## src/rtl/fnn_wsel_ctrl_pkg.sv

```systemverilog
// Shared types and constants for the FNN weight-select layer sequencer.
package fnn_ctrl_pkg;

    typedef enum logic [2:0] {
        IDLE  = 3'd0,
        CLR   = 3'd1,
        MAC   = 3'd2,
        DRAIN = 3'd3,
        OUT   = 3'd4,
        FIN   = 3'd5
    } state_t;

    localparam int SEL_W  = 2;
    localparam int LANE_W = 6;
    localparam int WGT_W  = 8;

    localparam logic [LANE_W-1:0] LANES_FULL = 6'd62;
    localparam logic [LANE_W-1:0] LANES_LAST = 6'd30;

    // Bank 3 is the narrow, zero-extended bank.
    function automatic logic [LANE_W-1:0] grp_lanes(input logic [SEL_W-1:0] g);
        return (g == SEL_W'(3)) ? LANES_LAST : LANES_FULL;
    endfunction

endpackage

```

## src/rtl/fnn_wsel_ctrl_if.sv

```systemverilog
// Control/result bus between the layer FSM, the sequencer and the MAC datapath.
// FNN_WSEL_PERF_EN adds the stall_cnt / layer_cyc performance counters.
interface fnn_wsel_ctrl_if #(parameter int ADDR_W = 6);
    import fnn_ctrl_pkg::*;

    logic              start;
    logic              busy;
    logic              done;
    logic [SEL_W-1:0]  sel;
    logic [ADDR_W-1:0] in_addr;
    logic              mac_en;
    logic              acc_clr;
    logic              out_valid;
    logic              out_ready;
    logic [SEL_W-1:0]  out_group;
    logic [LANE_W-1:0] out_lanes;
`ifdef FNN_WSEL_PERF_EN
    logic [15:0]       stall_cnt;
    logic [15:0]       layer_cyc;

    modport master (input start, out_ready,
                    output busy, done, sel, in_addr, mac_en, acc_clr,
                           out_valid, out_group, out_lanes, stall_cnt, layer_cyc);
    modport slave  (output start, out_ready,
                    input busy, done, sel, in_addr, mac_en, acc_clr,
                          out_valid, out_group, out_lanes, stall_cnt, layer_cyc);
`else
    modport master (input start, out_ready,
                    output busy, done, sel, in_addr, mac_en, acc_clr,
                           out_valid, out_group, out_lanes);
    modport slave  (output start, out_ready,
                    input busy, done, sel, in_addr, mac_en, acc_clr,
                          out_valid, out_group, out_lanes);
`endif

endinterface

```

## src/rtl/fnn_step_cnt.sv

```systemverilog
// Up-counter cleared by load, stepping while enabled and parking at its terminal count.
module fnn_step_cnt #(
    parameter int W = 6
) (
    input  logic         clk,
    input  logic         rst,
    input  logic         load,
    input  logic         en,
    input  logic [W-1:0] tc_val,
    output logic [W-1:0] q,
    output logic         tc
);

    assign tc = (q == tc_val);

    always_ff @(posedge clk) begin
        if (rst || load)
            q <= '0;
        else if (en && !tc)
            q <= q + 1'b1;
    end

endmodule

```

## src/rtl/fnn_wsel_ctrl.sv

```systemverilog
// FNN layer sequencer: steps the weight-bank select, streams MAC addresses, drains, hands off.
// Optional FNN_WSEL_PERF_EN: stall_cnt / layer_cyc performance counters on the bus.
module fnn_wsel_ctrl
    import fnn_ctrl_pkg::*;
#(
    parameter int IN_LEN   = 62,
    parameter int ADDR_W   = 6,
    parameter int PIPE_LAT = 3,
    parameter int NUM_GRP  = 4
) (
    input  logic            clk,
    input  logic            rst,
    fnn_wsel_ctrl_if.master bus
);

    localparam logic [ADDR_W-1:0] ADDR_TC  = ADDR_W'(IN_LEN - 1);
    localparam logic [3:0]        DRAIN_TC = 4'((PIPE_LAT > 0) ? PIPE_LAT - 1 : 0);
    localparam logic [SEL_W-1:0]  LAST_GRP = SEL_W'(NUM_GRP - 1);

    state_t           state;
    logic [SEL_W-1:0] grp;
    logic             addr_tc, drain_tc, xfer, enter_clr;
    logic [3:0]       drain_q;

    assign xfer      = (state == OUT) && bus.out_ready;
    assign enter_clr = ((state == IDLE) && bus.start) || (xfer && grp != LAST_GRP);

    // Address counter is zeroed on CLR entry so CLR itself presents address 0.
    fnn_step_cnt #(.W(ADDR_W)) u_addr (
        .clk    (clk),
        .rst    (rst),
        .load   (enter_clr),
        .en     (state == MAC),
        .tc_val (ADDR_TC),
        .q      (bus.in_addr),
        .tc     (addr_tc)
    );

    fnn_step_cnt #(.W(4)) u_drain (
        .clk    (clk),
        .rst    (rst),
        .load   ((state == MAC) && addr_tc),
        .en     (state == DRAIN),
        .tc_val (DRAIN_TC),
        .q      (drain_q),
        .tc     (drain_tc)
    );

    always_ff @(posedge clk) begin
        if (rst) begin
            state         <= IDLE;
            grp           <= '0;
            bus.busy      <= 1'b0;
            bus.done      <= 1'b0;
            bus.sel       <= '0;
            bus.mac_en    <= 1'b0;
            bus.acc_clr   <= 1'b0;
            bus.out_valid <= 1'b0;
            bus.out_group <= '0;
            bus.out_lanes <= '0;
        end else begin
            bus.done    <= 1'b0;
            bus.acc_clr <= 1'b0;
            case (state)
                IDLE: if (bus.start) begin
                    state       <= CLR;
                    grp         <= '0;
                    bus.sel     <= '0;
                    bus.acc_clr <= 1'b1;
                    bus.busy    <= 1'b1;
                end
                CLR: begin
                    state      <= MAC;
                    bus.mac_en <= 1'b1;
                end
                MAC: if (addr_tc) begin
                    bus.mac_en <= 1'b0;
                    if (PIPE_LAT == 0) begin
                        state         <= OUT;
                        bus.out_valid <= 1'b1;
                        bus.out_group <= grp;
                        bus.out_lanes <= grp_lanes(grp);
                    end else begin
                        state <= DRAIN;
                    end
                end
                DRAIN: if (drain_tc) begin
                    state         <= OUT;
                    bus.out_valid <= 1'b1;
                    bus.out_group <= grp;
                    bus.out_lanes <= grp_lanes(grp);
                end
                OUT: if (bus.out_ready) begin
                    bus.out_valid <= 1'b0;
                    if (grp == LAST_GRP) begin
                        state    <= FIN;
                        bus.done <= 1'b1;
                        bus.busy <= 1'b0;
                    end else begin
                        state       <= CLR;
                        grp         <= grp + 1'b1;
                        bus.sel     <= grp + 1'b1;
                        bus.acc_clr <= 1'b1;
                    end
                end
                FIN:     state <= IDLE;
                default: state <= IDLE;
            endcase
        end
    end

`ifdef FNN_WSEL_PERF_EN
    always_ff @(posedge clk) begin
        if (rst || ((state == IDLE) && bus.start)) begin
            bus.stall_cnt <= '0;
            bus.layer_cyc <= '0;
        end else begin
            if ((state == OUT) && !bus.out_ready && bus.stall_cnt != 16'hFFFF)
                bus.stall_cnt <= bus.stall_cnt + 16'd1;
            if (bus.busy && bus.layer_cyc != 16'hFFFF)
                bus.layer_cyc <= bus.layer_cyc + 16'd1;
        end
    end
`endif

endmodule

```

## src/flat_wrapper.sv

```systemverilog
// flat-port wrapper written by rule: the top's interface ports become plain ports
module fnn_wsel_ctrl_flat import fnn_ctrl_pkg::*;
#(
    parameter int IN_LEN   = 62,
    parameter int ADDR_W   = 6,
    parameter int PIPE_LAT = 3,
    parameter int NUM_GRP  = 4
)
  (clk, rst, bus_start, bus_out_ready, bus_busy, bus_done, bus_sel, bus_in_addr, bus_mac_en, bus_acc_clr, bus_out_valid, bus_out_group, bus_out_lanes);
  fnn_wsel_ctrl_if #(.ADDR_W(ADDR_W)) bus_i ();
  input  logic clk;
  input  logic rst;
  input wire logic [$bits(bus_i.start)-1:0] bus_start;
  input wire logic [$bits(bus_i.out_ready)-1:0] bus_out_ready;
  output wire logic [$bits(bus_i.busy)-1:0] bus_busy;
  output wire logic [$bits(bus_i.done)-1:0] bus_done;
  output wire logic [$bits(bus_i.sel)-1:0] bus_sel;
  output wire logic [$bits(bus_i.in_addr)-1:0] bus_in_addr;
  output wire logic [$bits(bus_i.mac_en)-1:0] bus_mac_en;
  output wire logic [$bits(bus_i.acc_clr)-1:0] bus_acc_clr;
  output wire logic [$bits(bus_i.out_valid)-1:0] bus_out_valid;
  output wire logic [$bits(bus_i.out_group)-1:0] bus_out_group;
  output wire logic [$bits(bus_i.out_lanes)-1:0] bus_out_lanes;
  assign bus_i.start = bus_start;
  assign bus_i.out_ready = bus_out_ready;
  assign bus_busy = bus_i.busy;
  assign bus_done = bus_i.done;
  assign bus_sel = bus_i.sel;
  assign bus_in_addr = bus_i.in_addr;
  assign bus_mac_en = bus_i.mac_en;
  assign bus_acc_clr = bus_i.acc_clr;
  assign bus_out_valid = bus_i.out_valid;
  assign bus_out_group = bus_i.out_group;
  assign bus_out_lanes = bus_i.out_lanes;
  fnn_wsel_ctrl #(.IN_LEN(IN_LEN), .ADDR_W(ADDR_W), .PIPE_LAT(PIPE_LAT), .NUM_GRP(NUM_GRP)) u_core (.clk(clk), .rst(rst), .bus(bus_i));
endmodule
```

## config.mk

```make
export PLATFORM = sky130hd
export DESIGN_NAME = fnn_wsel_ctrl_flat
export DESIGN_NICKNAME = d
export VERILOG_FILES = /design/src/rtl/fnn_wsel_ctrl_pkg.sv /design/src/rtl/fnn_wsel_ctrl_if.sv /design/src/rtl/fnn_step_cnt.sv /design/src/rtl/fnn_wsel_ctrl.sv /design/src/flat_wrapper.sv
export SDC_FILE = /design/constraint.sdc
export NUM_CORES = 1
export LEC_CHECK = 0
export BUFFER_PORTS_ARGS = -buffer_cell sky130_fd_sc_hd__buf_2
export CAP_MARGIN = 20
export CORE_MARGIN = 4
export CORE_UTILIZATION = 30
export CTS_CLUSTER_DIAMETER = 100
export DETAILED_ROUTE_END_ITERATION = 6
export MAX_ROUTING_LAYER = met4
export PLACE_DENSITY_LB_ADDON = 0.05
export REMOVE_ABC_BUFFERS = 1
export SYNTH_ARGS = -nofsm -noshare
export SYNTH_HDL_FRONTEND = slang
export SYNTH_SLANG_ARGS = --single-unit
```

## constraint.sdc

```tcl
create_clock -name clk -period 1.57 [get_ports clk]
set_clock_uncertainty 0.15 [all_clocks]
set_input_delay 0.157 -clock clk [delete_from_list [all_inputs] [get_ports clk]]
set_output_delay 0.157 -clock clk [all_outputs]
set_load 0.02 [all_outputs]
```

## After elaboration in Yosys (flattened, before gate mapping)

Cells that the tools add are included.

| operators by class | value |
|---|---|
| $add $sub $neg | 3 |
| equal/unequal tests | 14 |
| multiplexer cells | 25 |
| bitwise gates (word level) | 2 |
| reduce and logical (&&, ||, !) cells | 22 |

Operator list:

| operator | count |
|---|---|
| $mux W3 | 5 |
| $pmux W3 S5 | 1 |
| $reduce_and A4 Y1 | 3 |
| $mux W1 | 10 |
| $ne A2 B2 Y1 const B | 5 |
| $pmux W1 S2 | 4 |
| $add A6 B1 Y6 const B | 1 |
| $eq A3 B2 Y1 const B | 2 |
| $eq A6 B6 Y1 const B | 1 |
| $logic_and A1 B1 Y1 | 6 |
| $mux W2 | 3 |
| $mux W6 | 1 |
| $reduce_bool A2 Y1 | 3 |
| $add A4 B1 Y4 const B | 1 |
| $eq A4 B2 Y1 const B | 1 |
| $ne A2 B1 Y1 const B | 2 |
| $pmux W2 S2 | 1 |
| $reduce_and A2 Y1 | 2 |
| $eq A3 B1 Y1 const B | 1 |
| $eq A3 B3 Y1 const B | 1 |
| $logic_not A3 Y1 | 1 |
| $logic_or A1 B1 Y1 | 3 |
| $reduce_and A3 Y1 | 1 |
| $reduce_or A3 Y1 | 1 |
| 4 further kinds | 6 |

| storage, ports and cells | value |
|---|---|
| bits in registers | 28 |
| input bits | 4 |
| output and inout bits | 21 |

## Depth between registers and ports, before layout

| depth | value |
|---|---|
| depth in word-level cells | 5 |
| gate-level depth with buffers | 6 |

## Cells and area by module

From an unflattened synthesis, not the netlist that was laid out.

| second synthesis, totals | value |
|---|---|
| cell total of the unflattened synthesis | 140 |
| area, all modules | 1293.7 um2 |

By module, submodules not included:

| module | times used | cells an instance | area an instance (um2) | seq. area each (um2) |
|---|---|---|---|---|
| fnn_wsel_ctrl | 1 | 73 | 698.2 | 280.3 |
| fnn_step_cnt (u_core.u_addr) | 1 | 41 | 349.1 | 120.1 |
| fnn_step_cnt (u_core.u_drain) | 1 | 26 | 246.5 | 80.1 |

## Worst setup path after synthesis

No wires, ideal clock.

| timing | value |
|---|---|
| kind | register -> register |
| start point | register u_core.u_addr.q[0] |
| end point | register u_core.bus.mac_en |
| setup time | 0.126 ns |
| arrival | 1.501 ns |
| data required time | 1.294 ns |
| slack | -0.207 ns |
| cell stages (with the launch flop) | 6 |
| clock period less this slack | 1.777 ns |
| cells stage by stage | dfxtp_1 > ha_1 > nand2_1 > or4b_1 > a21oi_1 > nor3_1 |

| between the ends | value |
|---|---|
| longest elaborated chain between the ends | 3 |

RTL lines:

| item | RTL line | source |
|---|---|---|
| start, declared | fnn_step_cnt.sv:10 | `output logic [W-1:0] q,` |
| start signal, assigned | fnn_step_cnt.sv:20 | `q <= q + 1'b1;` |
| $eq A6 B6 Y1 | fnn_step_cnt.sv:14 | `assign tc = (q == tc_val);` |
| $ne A2 B1 Y1 (no line) | n/a |  |
| $reduce_and A2 Y1 (no line) | n/a |  |
| end signal, assigned | fnn_wsel_ctrl.sv:56 | `bus.mac_en <= 1'b0;` |
| end signal, assigned | fnn_wsel_ctrl.sv:74 | `bus.mac_en <= 1'b1;` |
| end signal, assigned | fnn_wsel_ctrl.sv:77 | `bus.mac_en <= 1'b0;` |
| end, declared | fnn_wsel_ctrl_if.sv:29 | `output busy, done, sel, in_addr, mac_en, acc_clr,` |

No other way between the ends.
A chain may end at the register's enable or synchronous reset.

## Final worst setup path

| timing | value |
|---|---|
| start point | register u_core.grp[0] |
| end point | register u_core.u_addr.q[0] |

| between the ends | value |
|---|---|
| longest elaborated chain between the ends | 4 |

RTL lines:

| item | RTL line | source |
|---|---|---|
| start, declared | fnn_wsel_ctrl.sv:21 | `logic [SEL_W-1:0] grp;` |
| start signal, assigned | fnn_wsel_ctrl.sv:101 | `grp <= grp + 1'b1;` |
| $ne A2 B2 Y1 | fnn_wsel_ctrl.sv:26 | `assign enter_clr = ((state == IDLE) && bus.start) \|\| (xfer && grp != LAST_GRP);` |
| $logic_and A1 B1 Y1 | fnn_wsel_ctrl.sv:26 |  |
| $logic_or A1 B1 Y1 | fnn_wsel_ctrl.sv:26 |  |
| $logic_or A1 B1 Y1 | fnn_step_cnt.sv:17 | `if (rst \|\| load)` |

No other way between the ends.

==> summary.txt <==
Floorplanning
  • Die W: between 70 and 80 um
  • # IOs: 25
  • Die area: 4960 um^2
  • Core Area: 3720 um^2
  • Num rows: 22
  • Initial Utilization: 0.314
  • Die height: around 70 um

Worst setup path
  • CP Launch Type: register
  • Crit. End Element: register
  • CP Buf/Inv Count: 1
  • Data arrival, critical path: between 1.5 and 2 ns
  • Max FO, Critical Path: 3
  • Worst EP required: roughly 1.6 ns
  • Worst R2R End: u_core.u_addr.q[0]
  • Setup slack, reg-to-reg: 0.07 ns
  • CP peak stage delay: roughly 0.35 ns
  • Worst reg2reg path depth: 6
  • Largest delay contributor family on the critical path: simple AND/OR/NAND/NOR gates
  • Critical-path cell list: ha_2, and3b_1, o21ai_2, nand2b_1, buf_4, nor2_1
  • Slowest-stage cell, CP: dfxtp_1
  • Crit path kind: register to register
  • Reg-to-Reg Start: u_core.grp[0]

Power and ir drop
  • Leak pwr: between 0.7 and 0.8 nW
  • Clock share of power: 0.290
  • NetSw: ~0.36 mW
  • Switching Fraction: 0.280
  • Pwr dens: slightly above 800 nW/um^2
  • Cell-internal power: between 0.9 and 1 mW
  • Sequential share of power: 0.513
  • Comb pwr share: 0.197
  • VDD IR max: around 0.32 mV

Cells and area
  • Final #Nets: between 150 and 200
  • Post-route insts no fill: between 200 and 250
  • Area Growth Syn to Fin: 34.7%
  • Filler instances: approximately 390
  • Fraction of layout cells with a size suffix above 1: 0.439
  • Most frequent cells in the layout: 23 x buf_2, 23 x buf_4, 21 x nor2_1
  • Cell area after layout: between 1500 and 2000 um^2
  • Inserted Diodes: 0

Status
  • Outcome: finished, final reports clean

GRT
  • Largest net degree at the start of global routing: 14
  • First-pass GRT wire length: roughly 4800 um
  • Initial antenna violation count: 0
  • Total gr overflow: 0
  • Total Routing Usage GR: 0.125
  • Vias in the first global route: around 1000

Synth
  • Post-synthesis area per instance: just under 9 um^2
  • Most common flop cell mapped by yosys: dfxtp_1
  • Synthesized area: approximately 1200 um^2
  • Synth warnings: 0
  • Cells after Synth: 131
  • Post-synthesis sequential element count: 24
  • Sequential-to-total area share from yosys stat: 0.411
  • EDFF count, synth: 0
  • Synth async-reset ratio: 0
  • Post-synth cell types: 41

Timing
  • PnR worst setup slack: slightly above 0.07 ns
  • Final Critical Period: ~1.5 ns
  • Setup Viol. Count Final: 0
  • Fmax achieved: 668 MHz
  • Tcrit/Tclk final: 0.954
  • Final Hold Fails: 0
  • Final number of max-transition violations: 0
  • RSZ-0062 raised after global routing: false

Run
  • Max-Cap Viols: 0

Detailed routing
  • DR iter-0 viols: 37
  • Routed vias/inst: approximately 4.7
  • Avg WL per Cell: between 10 and 15 um
  • Total wire length: between 2000 and 3000 um
  • Drt first pass iters: 4
  • Final ANT Viol Nets: 0
  • DR vias: 1048
  • DRC: 0

Placement
  • HPWL after detailed placement: roughly 2100 um
  • Placer Congestion: 0.726
  • Dpl ws: roughly 0.0053 ns
  • I/O Buffers: 23
  • DP Area: around 1500 um^2
  • Placed Cells: 217

CTS
  • Max Buffers Root-to-Sink: 2
  • Clock Latency Late Sink: about 0.27 ns
  • H-tree depth: 1
  • Root Driver: clkbuf_8
  • Clock Sinks: 24
  • CTS tree: built
  • CTS clock-pin slew for the worst setup and hold paths: ~0.090 ns
  • Number of CTS-inserted buffers: 3

Hold path
  • Worst hold-check path type: input pin to register
  • Hold EP: u_core.state[2]
  • Hold Path Cell Cnt: 2
  • HP Start: rst
cell usage after synthesis (2+ instances only):
cell	instances	area, um^2
nor2_1	21	78.8
a31oi_1	2	12.5
a211oi_1	3	22.5
dfxtp_1	24	480
nor3_1	3	15.0
clkbuf_1	2	7.51
nand4_1	3	18.8
o211ai_1	3	22.5
xnor2_1	2	17.5
mux2i_1	2	20.0
and3_2	3	22.5
buf_4	6	45.0
a21oi_1	5	25.0
nand2b_1	2	12.5
ha_1	5	62.6
nand3b_1	2	15.0
and3_1	2	12.5
inv_1	3	11.3
and3b_1	2	17.5
o22ai_1	2	12.5
xor2_1	4	35.0
nand2_1	9	33.8
o21ai_0	3	15.0
worst max path at each step:
stage                              from                      end  slack [ns]  depth (start not counted)
floorplan            u_core.u_addr.q[0]        u_core.bus.mac_en       -0.20                          5
global placement    u_core.u_drain.q[0]  u_core.bus.out_lanes[5]       0.003                          6
detailed placement  u_core.u_drain.q[0]  u_core.bus.out_lanes[5]       0.005                          6
CTS                  u_core.u_addr.q[1]        u_core.bus.mac_en       0.004                          6
global route         u_core.u_addr.q[2]        u_core.bus.mac_en       0.002                          4
finish                    u_core.grp[0]       u_core.u_addr.q[0]        0.07                          6
state kept, by name, summed over array words and instances (netlist names), 2 cells and up:
name and cells:
u_core.grp 2, u_core.bus.out_group 2, u_core.u_drain.q 4, u_core.u_addr.q 6
u_core.state 3, u_core.bus.out_lanes 2
final cells by class:
class / instances / area [um^2] / area share
multi-input combinational: 95 / 663 / 0.421
tap: 48 / 60.1 / 0.0382
timing repair buffer: 48 / 310 / 0.197
inverter: 3 / 11.3 / 0.00715
sequential: 24 / 488 / 0.310
clock buffer: 3 / 41.3 / 0.0262
power groups by stage:
stage / registers [mW] / clock network, mW / logic, mW
3_5_place_dp: 0.674 / 0 / 0.243
2_1_floorplan: 0.694 / 0 / 0.108
3_3_place_gp: 0.672 / 0 / 0.244
4_1_cts: 0.659 / 0.395 / 0.247
5_1_grt: 0.669 / 0.417 / 0.284
6_report: 0.664 / 0.376 / 0.256
logic make-up (layout without fill, tap and decap cells):
logic type / Yosys count / in the layout / synth area share
and+or+nand+nor: 57 / 57 / 0.270
AOI/OAI and AO/OA: 24 / 24 / 0.136
DFF: 24 / 24 / 0.411
buffers and inverters: 12 / 54 / 0.0642
xor gates and xnor gates: 6 / 6 / 0.0450
adders and majority gates: 5 / 5 / 0.0535
muxes: 2 / 2 / 0.0171
other: 1 / 1 / 0.00321
worst reg2reg max path, stage by stage, from the launching register on:
cell	delay, ns
dfxtp_1	0.35
ha_2	0.18
and3b_1	0.18
o21ai_2	0.13
nand2b_1	0.16
buf_4	0.18
nor2_1	0.10
what timing repair did:
item,CTS,global route
pin swaps,0,6
gates cloned,0,0
hold buffers,0,0
gates resized for setup,2,19
endpoints found under the setup margin,2,14
setup buffers,0,1
metrics by stage:
stage	TNS [ns]	hold slack [ns]	utilization	power, mW
2_1_floorplan	-0.443	0.0761	-	0.802
3_3_place_gp	0	0.293	0.393	0.916
3_5_place_dp	0	0.299	0.393	0.917
4_1_cts	0	0.00512	0.407	1.30
5_1_grt	0	-0.00292	0.424	1.37
6_report	0	0.00695	0.424	1.30
layer usage:
metal  share of wire  GRT usage
met5               0          -
met4           0.016     0.0511
met3           0.038     0.0230
met2            0.46      0.194
met1            0.49      0.159
Note: power is estimated with default switching activity, not from simulation.
